$ cat src/rtl/ahb_apb_pkg.sv
// Shared types and helpers for the AHB-Lite to APB4 bridge.
package ahb_apb_pkg;

    typedef enum logic [1:0] {
        tIDLE   = 2'b00,
        tBUSY   = 2'b01,
        tNONSEQ = 2'b10,
        tSEQ    = 2'b11
    } htrans_t;

    typedef enum logic [2:0] {
        tBYTE  = 3'b000,
        tHWORD = 3'b001,
        tWORD  = 3'b010
    } hsize_t;

    typedef enum logic [2:0] {
        S_IDLE   = 3'd0,
        S_SETUP  = 3'd1,
        S_ACCESS = 3'd2,
        S_RESP   = 3'd3,
        S_ERR1   = 3'd4,
        S_ERR2   = 3'd5
    } bridge_state_t;

    // Byte lanes touched by a transfer; sizes above WORD collapse to a full word.
    function automatic logic [3:0] size2strb(input logic [2:0] hsize, input logic [1:0] addr_lsb);
        logic [3:0] strb;
        case (hsize)
            tBYTE:   strb = 4'b0001 << addr_lsb;
            tHWORD:  strb = addr_lsb[1] ? 4'b1100 : 4'b0011;
            default: strb = 4'b1111;
        endcase
        return strb;
    endfunction

endpackage

$ cat src/rtl/apb_timeout_cnt.sv
// Saturating counter of stalled ACCESS cycles; flags the cycle that reaches the limit.
module apb_timeout_cnt #(
    parameter int P_TIMEOUT = 4
) (
    input  logic aclk,
    input  logic areset,
    input  logic clear,
    input  logic enable,
    output logic expired
);

    localparam int CW = (P_TIMEOUT < 1) ? 1 : $clog2(P_TIMEOUT + 1);
    localparam logic [CW-1:0] CNT_LAST = CW'(P_TIMEOUT - 1);
    localparam logic [CW-1:0] CNT_MAX  = CW'(P_TIMEOUT);

    logic [CW-1:0] cnt_r;

    // Stall counter: cleared per transfer, saturates at the limit.
    always_ff @(posedge aclk or posedge areset) begin
        if (areset) begin
            cnt_r <= '0;
        end else if (clear) begin
            cnt_r <= '0;
        end else if (enable && (cnt_r != CNT_MAX)) begin
            cnt_r <= cnt_r + CW'(1);
        end else begin
            cnt_r <= cnt_r;
        end
    end

    // The stalled cycle that would bring the count to the limit ends the access.
    assign expired = enable && (cnt_r == CNT_LAST);

endmodule

$ cat src/rtl/ahb2apb_bridge.sv
// AHB-Lite slave to APB4 master bridge, one transfer in flight, all AHB/APB
// control outputs registered from the next-state decode.
module ahb2apb_bridge
    import ahb_apb_pkg::*;
#(
    parameter int P_AW      = 32,
    parameter int P_TIMEOUT = 0
) (
    input  logic            aclk,
    input  logic            areset,
    input  logic            ahb_hsel,
    input  logic [31:0]     ahb_haddr,
    input  logic [1:0]      ahb_htrans,
    input  logic            ahb_hwrite,
    input  logic [2:0]      ahb_hsize,
    input  logic [31:0]     ahb_hwdata,
    input  logic            ahb_hreadyin,
    output logic            ahb_hreadyout,
    output logic            ahb_hresp,
    output logic [31:0]     ahb_hrdata,
    output logic [P_AW-1:0] apb_paddr,
    output logic            apb_psel,
    output logic            apb_penable,
    output logic            apb_pwrite,
    output logic [31:0]     apb_pwdata,
    output logic [3:0]      apb_pstrb,
    input  logic [31:0]     apb_prdata,
    input  logic            apb_pready,
    input  logic            apb_pslverr
);

    bridge_state_t state_r;
    bridge_state_t state_nxt_s;
    logic          accept_s;
    logic          start_s;
    logic          stall_s;
    logic          expired_s;
    logic          rd_done_s;

    assign accept_s  = ahb_hsel && ahb_hreadyin &&
                       ((ahb_htrans == tNONSEQ) || (ahb_htrans == tSEQ));
    assign start_s   = (state_nxt_s == S_SETUP);
    assign stall_s   = (state_r == S_ACCESS) && !apb_pready;
    assign rd_done_s = (state_r == S_ACCESS) && apb_pready && !apb_pslverr && !apb_pwrite;

    generate
        if (P_TIMEOUT > 0) begin : g_timeout
            apb_timeout_cnt #(.P_TIMEOUT(P_TIMEOUT)) u_timeout_cnt (
                .aclk    (aclk),
                .areset  (areset),
                .clear   (start_s),
                .enable  (stall_s),
                .expired (expired_s)
            );
        end else begin : g_no_timeout
            assign expired_s = 1'b0;
        end
    endgenerate

    // Next-state logic; new transfers are only taken while the slave is ready.
    always_comb begin
        state_nxt_s = state_r;
        case (state_r)
            S_IDLE: begin
                if (accept_s) state_nxt_s = S_SETUP;
                else          state_nxt_s = S_IDLE;
            end
            S_SETUP: state_nxt_s = S_ACCESS;
            S_ACCESS: begin
                if (apb_pready)     state_nxt_s = apb_pslverr ? S_ERR1 : S_RESP;
                else if (expired_s) state_nxt_s = S_ERR1;
                else                state_nxt_s = S_ACCESS;
            end
            S_RESP, S_ERR2: begin
                if (accept_s) state_nxt_s = S_SETUP;
                else          state_nxt_s = S_IDLE;
            end
            S_ERR1:  state_nxt_s = S_ERR2;
            default: state_nxt_s = S_IDLE;
        endcase
    end

    // State register plus control outputs decoded from the next state.
    always_ff @(posedge aclk or posedge areset) begin
        if (areset) begin
            state_r       <= S_IDLE;
            ahb_hreadyout <= 1'b1;
            ahb_hresp     <= 1'b0;
            apb_psel      <= 1'b0;
            apb_penable   <= 1'b0;
        end else begin
            state_r       <= state_nxt_s;
            ahb_hreadyout <= (state_nxt_s == S_IDLE) || (state_nxt_s == S_RESP) ||
                             (state_nxt_s == S_ERR2);
            ahb_hresp     <= (state_nxt_s == S_ERR1) || (state_nxt_s == S_ERR2);
            apb_psel      <= (state_nxt_s == S_SETUP) || (state_nxt_s == S_ACCESS);
            apb_penable   <= (state_nxt_s == S_ACCESS);
        end
    end

    // APB address/data latched once per transfer and held through completion.
    always_ff @(posedge aclk or posedge areset) begin
        if (areset) begin
            apb_paddr  <= '0;
            apb_pwrite <= 1'b0;
            apb_pwdata <= 32'd0;
            apb_pstrb  <= 4'b0000;
        end else if (start_s) begin
            apb_paddr  <= {ahb_haddr[P_AW-1:2], 2'b00};
            apb_pwrite <= ahb_hwrite;
            apb_pwdata <= ahb_hwdata;
            apb_pstrb  <= ahb_hwrite ? size2strb(ahb_hsize, ahb_haddr[1:0]) : 4'b0000;
        end else begin
            apb_paddr  <= apb_paddr;
            apb_pwrite <= apb_pwrite;
            apb_pwdata <= apb_pwdata;
            apb_pstrb  <= apb_pstrb;
        end
    end

    // Read data only moves on a successful read; writes and errors keep it.
    always_ff @(posedge aclk or posedge areset) begin
        if (areset) begin
            ahb_hrdata <= 32'd0;
        end else if (rd_done_s) begin
            ahb_hrdata <= apb_prdata;
        end else begin
            ahb_hrdata <= ahb_hrdata;
        end
    end

endmodule

$ cat config.mk
export PLATFORM = sky130hd
export DESIGN_NAME = ahb2apb_bridge
export DESIGN_NICKNAME = d
export VERILOG_FILES = /design/src/rtl/ahb_apb_pkg.sv /design/src/rtl/apb_timeout_cnt.sv /design/src/rtl/ahb2apb_bridge.sv
export SDC_FILE = /design/constraint.sdc
export NUM_CORES = 1
export LEC_CHECK = 0
export ABC_AREA = 1
export CAP_MARGIN = 5
export CORE_UTILIZATION = 40
export CTS_CLUSTER_DIAMETER = 100
export DETAILED_ROUTE_END_ITERATION = 10
export PLACE_DENSITY = 0.81
export SLEW_MARGIN = 0
export SYNTH_ARGS = -nofsm -noshare
export SYNTH_HDL_FRONTEND = slang
export SYNTH_SLANG_ARGS = --single-unit
$ cat constraint.sdc
create_clock -name aclk -period 5.05 [get_ports aclk]
set_input_delay 1.01 -clock aclk [delete_from_list [all_inputs] [get_ports aclk]]
set_output_delay 1.01 -clock aclk [all_outputs]
set_load 0.01 [all_outputs]
==> metrics.txt <==
outcome=finished clean; first-pass GRT wire length=17.13 mm; DRT Pass-1 Iters=4; Ys Warns=0; post_cts resized=0; syn_area_per_cell=9.037 um2; worst r2r path cells=6; fin crit share=0.4892; hold buffers post-CTS=0; Yosys top cell by area=dfrtp_1; layout cells sized above 1=0.07038; DRC violations left=0; critical path type=primary input to flip-flop; n_diodes=0; initial detailed-routing violation count=280; Die Y=105.7 um; largest fanout on the critical path=68; Total GRT Usage=0.1956; Post-synth top flop=dfrtp_1; Hold Path Cell Cnt=2; largest net degree at the start of global routing=87; worst min path class=flip-flop to flip-flop; fin crit period=2.471 ns; CTS buffer count=9; data required time at the worst endpoint=5.23 ns; Netlist Area Pre-Place=0.004302 mm2; Slew @ Worst Pin=1.136 ns; setup violators final=0; Area Growth Syn to Fin=54.57%; Post-Syn Instances=476; synth top area cells=dfrtp_1, nand2_1, o21ai_2; Static Leakage=3.312 nW; GP Congestion=0.7931; fmax=404.7 MHz; Post-synth top cells=nand2_1, dfrtp_1, inv_1, o21ai_2, o21ai_1; min-delay src=apb_paddr[16]; Hold Slack=0.4756 ns; Nets=785; setup TNS=0 ns; final setup margin=2.579 ns; reg2reg setup slack=3.09 ns; Starting Density=0.4148; WHS Endpoint=apb_paddr[16]; Clock Skew=0.006741 ns; IO Count=213; Core Rows=37; Post-CTS Repair Setup Buffers=0; share of the synthesized area in the top cell type=0.6108; Yosys cell types=20; pre-CTS setup slack=2.141 ns; vias per cell=4.548; crit path launch type=primary input; CTS tree=done; Max H-tree Level=3; Max clock buf depth=2; RR Startpoint=state_r[2]; full die area=0.01117 mm2; post-DR wirelength/cell=12.99 um; Final Hold Fails=0; flops & latches, synth=106; Worst slew margin=0.2423; RR Endpoint=apb_psel; Crit. End Element=flip-flop; RSZ-0062 raised after global routing=no; CP arrival=2.65 ns; max_cap viols=0; floorplan die width=105.7 um; Final Max Tran Viols=0; vias in the first global route=3688; CTS Sinks=106; maximum vdd ir drop=271.6 uV; antenna viol nets, final=0; Final Util=0.6412; Core Region=0.01037 mm2; global route total overflow=0; hpwl dp=7.545 mm; final wirelength=10.62 mm; register area share after synthesis=0.6169; number of antenna violations at the first check in global routing=0; worst skew pair latency=0.36 ns; via count=3720; root buffer cell=clkbuf_8; most frequent cell after synthesis=nand2_1; power per standard cell area=546.2 mW/mm2; Async S/R FF share, synth=1.000; Port Buffers=209; clk slew on worst S/H paths=0.09 ns; Post-synth EDFFs=0
## cell usage in the layout (no fill, tap or decap), types with 2 or more instances in the layout
cell type        instances
or2_2                    2
nand3_1                  9
dfrtp_1                105
o21ai_2                 23
conb_1                   2
o21ai_1                 10
clkbuf_8                12
buf_4                    3
bufinv_16                2
nor2_1                   9
clkdlybuf4s50_1        209
inv_1                   45
nand2_1                239
o21ai_0                  4
## final cells by class
| type | count | area [um2] |
|---|---|---|
| timing repair buffer | 212 | 2115 |
| sequential | 106 | 2654 |
| fill | 834 | 3721 |
| multi-input combinational | 301 | 1294 |
| clock inverter | 4 | 72.57 |
| clock buffer | 12 | 165.2 |
| inverter | 47 | 178.9 |
| tap | 136 | 170.2 |
## routing by layer
| layer | wire, um | up-vias | GRT usage | part of all wire |
|---|---|---|---|---|
| li1 | - | 1823 | - | - |
| met5 | 0 | - | 0 | 0 |
| met1 | 4491 | 1719 | 0.2387 | 0.42 |
| met3 | 832 | 22 | 0.05133 | 0.078 |
| met4 | 279 | 0 | 0.09325 | 0.026 |
| met2 | 5021 | 156 | 0.3226 | 0.47 |
## worst max-delay path, cell delays in order
cell and delay, ns:
clkdlybuf4s50_1 0.40, nand2_1 0.06, nor2_1 0.05, nand2_1 0.10
nor2_4 0.05, inv_2 0.79, o21ai_1 0.20
## worst max path at each step
stage                      start             to  slack [ns]  depth (start not counted)
floorplan                 areset  ahb_hrdata[0]        1.25                          1
global placement        ahb_hsel       apb_psel        2.22                          7
detailed placement      ahb_hsel       apb_psel        2.14                          7
CTS                     ahb_hsel       apb_psel        2.56                          7
global route            ahb_hsel  apb_pwdata[3]        2.37                          8
finish              ahb_hreadyin       apb_psel        2.58                          7
## logic make-up after synthesis
logic type	share of synthesized area
other cells	0.0008718
compound gates	0.06486
flops	0.6169
buf+inv	0.08319
simple gates	0.2341
## power breakdown
group	internal, W	leakage [nW]	switching, W	total [W]
Combinational	0.000888	1.86	0.000710	0.00160
Clock	0.000319	0.119	0.000275	0.000594
Sequential	0.00123	1.33	0.000206	0.00144
## stage by stage
stage | total power, W | area (um2) | std cells
after floorplan | 0.002113 | 4305 | 477
after global placement | 0.003005 | 6411 | 802
after detailed placement | 0.003066 | 6411 | 802
after CTS | 0.003672 | 6649 | 818
after global routing | 0.003873 | 6649 | 818
final | 0.003632 | 6649 | 818
## sequential cells by signal, summed over array words and instances, names as in the netlist
signal	cells
state_r	3
apb_paddr	30
ahb_hresp	1
apb_penable	1
ahb_hreadyout	1
apb_pwdata	32
apb_pstrb	4
apb_psel	1
apb_pwrite	1
ahb_hrdata	32
No activity file was read; power rests on OpenSTA's default activity.
